--- config.mk ---
export PLATFORM = sky130hd
export DESIGN_NAME = bl_wl_config_writer_flat
export DESIGN_NICKNAME = d
export VERILOG_FILES = /design/src/rtl/cfg_mem_bank_pkg.sv /design/src/rtl/bl_wl_config_writer_if.sv /design/src/rtl/bl_wl_config_writer_wl_onehot_decoder.sv /design/src/rtl/bl_wl_config_writer.sv /design/src/flat_wrapper.sv
export SDC_FILE = /design/constraint.sdc
export NUM_CORES = 1
export LEC_CHECK = 0
export BUFFER_PORTS_ARGS = -buffer_cell sky130_fd_sc_hd__buf_2
export CORE_AREA = 3 3 52 90
export DETAILED_ROUTE_END_ITERATION = 10
export DIE_AREA = 0 0 55 93
export PLACE_DENSITY = 0.52
export SLEW_MARGIN = 20
export SYNTH_ARGS = -nofsm -noshare
export SYNTH_HDL_FRONTEND = slang
export SYNTH_SLANG_ARGS = --single-unit
--- constraint.sdc ---
create_clock -name prog_clk -period 2.3 [get_ports prog_clk]
set_clock_uncertainty 0.15 [all_clocks]
set_input_delay 0.23 -clock prog_clk [delete_from_list [all_inputs] [get_ports prog_clk]]
set_output_delay 0.23 -clock prog_clk [all_outputs]
set_load 0.05 [all_outputs]
--- src/rtl/cfg_mem_bank_pkg.sv ---
// cfg_mem_bank_pkg: shared FSM states and width helpers for the bl/wl config writer
package cfg_mem_bank_pkg;
  typedef enum logic [2:0] {IDLE, FETCH, SETUP, PULSE, HOLD, DONE} state_t;
  // row index width, kept at least one bit so a single-row array still has a port
  function automatic int row_w(input int n);
    return n > 1 ? $clog2(n) : 1;
  endfunction
  // phase counter width: must hold the largest (phase length - 1)
  function automatic int cnt_w(input int a, input int b, input int c);
    int m;
    m = a > b ? a : b;
    m = m > c ? m : c;
    return m > 2 ? $clog2(m) : 1;
  endfunction
endpackage

--- src/rtl/bl_wl_config_writer_if.sv ---
// bl_wl_config_writer_if: valid/ready row-word stream from the bitstream loader
interface bl_wl_config_writer_if #(parameter int NUM_BL = 8);
  logic [NUM_BL-1:0] data;
  logic valid;
  logic ready;
  modport master (output data, output valid, input ready);
  modport slave (input data, input valid, output ready);
endinterface

--- src/rtl/bl_wl_config_writer_wl_onehot_decoder.sv ---
// wl_onehot_decoder: row index to one-hot word-line vector, all zero when disabled
module wl_onehot_decoder #(
  parameter int ROW_W = 3,
  parameter int NUM_WL = 8
) (
  input logic en,
  input logic [ROW_W-1:0] row,
  output logic [0:NUM_WL-1] wl
);
  // compare against every line index so out-of-range rows never select a line
  always_comb begin
    wl = '0;
    for (int i = 0; i < NUM_WL; i++) wl[i] = en && row == ROW_W'(i);
  end
endmodule

--- src/rtl/bl_wl_config_writer.sv ---
// bl_wl_config_writer: sequences one row word per word line into a tile config array
module bl_wl_config_writer
  import cfg_mem_bank_pkg::*;
#(
  parameter int NUM_BL = 8,
  parameter int NUM_WL = 8,
  parameter int BL_SETUP_CYC = 1,
  parameter int WL_PULSE_CYC = 2,
  parameter int BL_HOLD_CYC = 1
) (
  input logic prog_clk,
  input logic pReset,
  input logic cfg_start,
  bl_wl_config_writer_if.slave cfg,
  output logic [0:NUM_BL-1] bl,
  output logic [0:NUM_WL-1] wl,
  output logic [row_w(NUM_WL)-1:0] cfg_row,
  output logic cfg_busy,
  output logic cfg_done
);
  localparam int RW = row_w(NUM_WL);
  localparam int CW = cnt_w(BL_SETUP_CYC, WL_PULSE_CYC, BL_HOLD_CYC);
  localparam logic [RW-1:0] LAST = RW'(NUM_WL - 1);
  state_t state, state_n;
  logic [CW-1:0] cnt, cnt_n;
  logic [RW-1:0] row_n;
  logic [0:NUM_BL-1] bl_n;
  logic [0:NUM_WL-1] wl_n;
  logic busy_n, done_n;
  // next state: one phase counter reloaded on every phase entry
  always_comb begin
    state_n = state;
    cnt_n = cnt;
    row_n = cfg_row;
    bl_n = bl;
    busy_n = cfg_busy;
    done_n = cfg_done;
    case (state)
      IDLE, DONE: if (cfg_start) begin
        state_n = FETCH;
        row_n = '0;
        busy_n = 1'b1;
        done_n = 1'b0;
      end
      FETCH: if (cfg.valid && cfg.ready) begin
        state_n = SETUP;
        cnt_n = CW'(BL_SETUP_CYC - 1);
        for (int i = 0; i < NUM_BL; i++) bl_n[i] = cfg.data[i];
      end
      SETUP: if (cnt != '0) cnt_n = cnt - CW'(1);
      else begin
        state_n = PULSE;
        cnt_n = CW'(WL_PULSE_CYC - 1);
      end
      PULSE: if (cnt != '0) cnt_n = cnt - CW'(1);
      else begin
        state_n = HOLD;
        cnt_n = CW'(BL_HOLD_CYC - 1);
      end
      HOLD: if (cnt != '0) cnt_n = cnt - CW'(1);
      else if (cfg_row == LAST) begin
        state_n = DONE;
        busy_n = 1'b0;
        done_n = 1'b1;
        bl_n = '0;
      end else begin
        state_n = FETCH;
        row_n = cfg_row + RW'(1);
      end
      default: state_n = IDLE;
    endcase
  end
  wl_onehot_decoder #(.ROW_W(RW), .NUM_WL(NUM_WL)) u_dec (
    .en(state_n == PULSE),
    .row(row_n),
    .wl(wl_n)
  );
  // register state and every output; reset drops wl in the same edge
  always_ff @(posedge prog_clk) begin
    if (pReset) begin
      state <= IDLE;
      cnt <= '0;
      cfg_row <= '0;
      bl <= '0;
      wl <= '0;
      cfg.ready <= 1'b0;
      cfg_busy <= 1'b0;
      cfg_done <= 1'b0;
    end else begin
      state <= state_n;
      cnt <= cnt_n;
      cfg_row <= row_n;
      bl <= bl_n;
      wl <= wl_n;
      cfg.ready <= state_n == FETCH;
      cfg_busy <= busy_n;
      cfg_done <= done_n;
    end
  end
endmodule

--- src/flat_wrapper.sv ---
// flat-port wrapper written by rule: the top's interface ports become plain ports
module bl_wl_config_writer_flat import cfg_mem_bank_pkg::*;
#(
  parameter int NUM_BL = 8,
  parameter int NUM_WL = 8,
  parameter int BL_SETUP_CYC = 1,
  parameter int WL_PULSE_CYC = 2,
  parameter int BL_HOLD_CYC = 1
)
  (prog_clk, pReset, cfg_start, bl, wl, cfg_row, cfg_busy, cfg_done, cfg_data, cfg_valid, cfg_ready);
  bl_wl_config_writer_if #(.NUM_BL(NUM_BL)) cfg_i ();
  input logic prog_clk;
  input logic pReset;
  input logic cfg_start;
  output logic [0:NUM_BL-1] bl;
  output logic [0:NUM_WL-1] wl;
  output logic [row_w(NUM_WL)-1:0] cfg_row;
  output logic cfg_busy;
  output logic cfg_done;
  input wire logic [$bits(cfg_i.data)-1:0] cfg_data;
  input wire logic [$bits(cfg_i.valid)-1:0] cfg_valid;
  output wire logic [$bits(cfg_i.ready)-1:0] cfg_ready;
  assign cfg_i.data = cfg_data;
  assign cfg_i.valid = cfg_valid;
  assign cfg_ready = cfg_i.ready;
  bl_wl_config_writer #(.NUM_BL(NUM_BL), .NUM_WL(NUM_WL), .BL_SETUP_CYC(BL_SETUP_CYC), .WL_PULSE_CYC(WL_PULSE_CYC), .BL_HOLD_CYC(BL_HOLD_CYC)) u_core (.prog_clk(prog_clk), .pReset(pReset), .cfg_start(cfg_start), .cfg(cfg_i), .bl(bl), .wl(wl), .cfg_row(cfg_row), .cfg_busy(cfg_busy), .cfg_done(cfg_done));
endmodule
==> flow_summary.toml <==
[timing]
slew_viol_final = 0
relSlewSlack_pct = 58.4
fin_hold_ws_ps = 43.6
hold_violations = 0
setup_viol = 0
max_freq_mhz = 523
post-route-min-period_ps = 1910
fin_setup_tns_ps = 0
fin_crit_sh_pct = 83.1
worst_pin_slew_ps = 625
rsz0062_at_grt = "false"

[clock_tree]
path_clk_slew_ps = 90
ctsHoldBuffers = 0
cts_setup_buffers = 0
cts_buffer_depth = 2
cts_made_buffers = 3
cts_root_buffer = "clkbuf_8"
cts_sinks = 26
cts_max_level = 1
cts-resized-gates = 0
cts_tree = "built"
clk_latency_ps = 270

[synthesis]
synth.area.top_cells = "dfxtp_1, mux2i_1, nand2b_1, a21oi_1, nand2_1"
synth-seq-cells = 26
yosysMostFrequentCell = "dfxtp_1"
ys.flop_type = "dfxtp_1"
synth_area_um2 = 1200
synthCells = 133
yosys.area.top_type = "dfxtp_1"
synth_top_area_share_pct = 43.3
ys_seq_area_share_pct = 43.3
synth-warning-count = 0
synth_commonest_cells = "dfxtp_1, nand2_1, a21oi_1, nand2b_1, mux2i_1"
syn_avg_cell_area_um2 = 9.04
ys_types = 38
synth-edff-count = 0
synthArstFlopShare_pct = 0
synth_fp_nets = 146

[global_routing]
grt_max_degree = 18
track_usage_pct = 11.6
grt_pass1_wl_mm = 4.45
antenna_found_initial = 0
grt_overflow_total = 0
grt_pass1_vias = 1020

[placed_design]
io_buffer_count = 33
gp_congestion = 0.867
hpwl_mm = 2.04
place_area_um2 = 1390

[critical_path]
required_ps = 2360
cpLargestDelayFamily = "flip-flops"
critical-path-slowest-cell = "dfxtp_1"
cp.arrival_ps = 1970
slowest_delay_ps = 600
crit_path_cell_trace = "xnor2_1, and2_1, o41ai_1, nor2b_1"
crit_fanout = 11
critical_path.startpoint_type = "register"
endpoint_kind = "register"
path_buf_inv = 0
critical_path_class = "register to register"

[pwr]
switching_share_pct = 23.3
p_per_area_nw_per_um2 = 651
p_clk_share_pct = 39.3
p_comb_share_pct = 10.6
irDropWorstVdd_uv = 419
pwr-share-seq_pct = 50.1
switchingPower_mw = 0.222
p_int_mw = 0.729
power_leakage_nw = 0.585

[detailed_routing]
drt-total-wl_mm = 2.63
drt-wirelength-per-cell_um = 12.4
vias_per_cell = 4.89
first_iter_violations = 48
first_pass_iters = 4
drtAntennaViolNets = 0
vias = 1036
drc = 0

[final_layout]
area_delta_synth_final_pct = 21.5
diodes = 0
design_area_um2 = 1460
drive_gt1_share_pct = 26.4
nNetsFinal = 177

[die]
die-width_um = 55
core_area_um2 = 4110
start_util_pct = 29.2
io_pins = 34
die_h_um = 93
dieArea_um2 = 5120
num_rows = 31

[flow_run]
maxCapViolations = 0

[run_status]
status = "finished, final reports clean"

[hold_path]
holdCritPathClass = "input port to register"
==> final timing paths <==
path / depth (start not counted) / to / slack, ps / startpoint
setup reg to reg: 4 / u_core.wl[2] / 390 / u_core.state[0]
hold reg to reg: 2 / u_core.bl[0] / 330 / u_core.bl[0]
hold / removal: 3 / u_core.bl[0] / 40 / cfg_data[0]
setup / recovery: 4 / u_core.wl[2] / 390 / u_core.state[0]
==> stage by stage <==
stage                     utilization (%)  total power [mW]  setup WS, ps  instances
after floorplan                         -             0.565           255        133
after global placement               33.8             0.588           433        208
after detailed placement             33.8             0.589           385        208
after CTS                            35.5             0.965           351        212
after global routing                 35.5             0.993           219        212
final                                35.5             0.951           388        212
==> cell usage in the layout (no fill, tap or decap), types with 4 or more instances in the layout <==
| cell | netlist | final |
|---|---|---|
| nand2b_1 | 10 | 10 |
| nor3_1 | 4 | 4 |
| inv_1 | 4 | 4 |
| dfxtp_1 | 26 | 26 |
| nand3_1 | 6 | 6 |
| nand2_1 | 13 | 13 |
| mux2i_1 | 8 | 8 |
| nor2_1 | 6 | 6 |
| buf_2 | 1 | 33 |
| and2_1 | 5 | 5 |
| nor2b_1 | 6 | 6 |
| a21oi_1 | 10 | 10 |
==> logic make-up (layout without fill, tap and decap cells) <==
group | Yosys count | after routing | share of synthesized area (%)
adder cells (fa/ha/maj) | 1 | 1 | 1.04
AND/OR/NAND/NOR | 59 | 59 | 27.9
buffers and inverters | 11 | 41 | 4.47
AO/OA/AOI/OAI | 26 | 26 | 15.2
XOR/XNOR | 2 | 2 | 1.46
multiplexers | 8 | 8 | 6.66
flip-flops | 26 | 26 | 43.3
==> power by group through the flow <==
stage / Sequential (mW) / Combinational (mW) / Clock [mW]
6_report: 0.477 / 0.101 / 0.374
5_1_grt: 0.479 / 0.112 / 0.402
4_1_cts: 0.476 / 0.103 / 0.386
3_5_place_dp: 0.487 / 0.102 / 0
3_3_place_gp: 0.486 / 0.102 / 0
2_1_floorplan: 0.506 / 0.0592 / 0
==> flip-flops by register name, summed over array words and instances, names as in the netlist <==
name,count
u_core.cfg_row,3
u_core.state,3
u_core.cfg_busy,1
u_core.cfg.ready,1
u_core.bl,8
u_core.cfg_done,1
u_core.cnt,1
u_core.wl,8
==> worst reg2reg max path, stage by stage (launching register included) <==
cell and delay (ps):
dfxtp_1 600, xnor2_1 230, and2_1 290, o41ai_1 410, nor2b_1 180
==> cell type report <==
cell class | count | area (µm²)
clock inverters | 1 | 30.0
flip-flops and latches | 26 | 520
fillers | 455 | 2650
repair buffers | 33 | 165
inverters | 4 | 15.0
multi-input cells | 96 | 628
clock buffers | 3 | 41.3
well taps | 49 | 61.3
==> layer usage <==
layer / GRT usage, % / up-vias / part of all wire [%]
met1: 12.9 / 480 / 39
li1: - / 522 / -
met4: 6.90 / 0 / 2.2
met3: 2.07 / 5 / 4.9
met5: 0 / - / 0
met2: 19.5 / 29 / 54
Note: power is estimated with default switching activity, not from simulation.
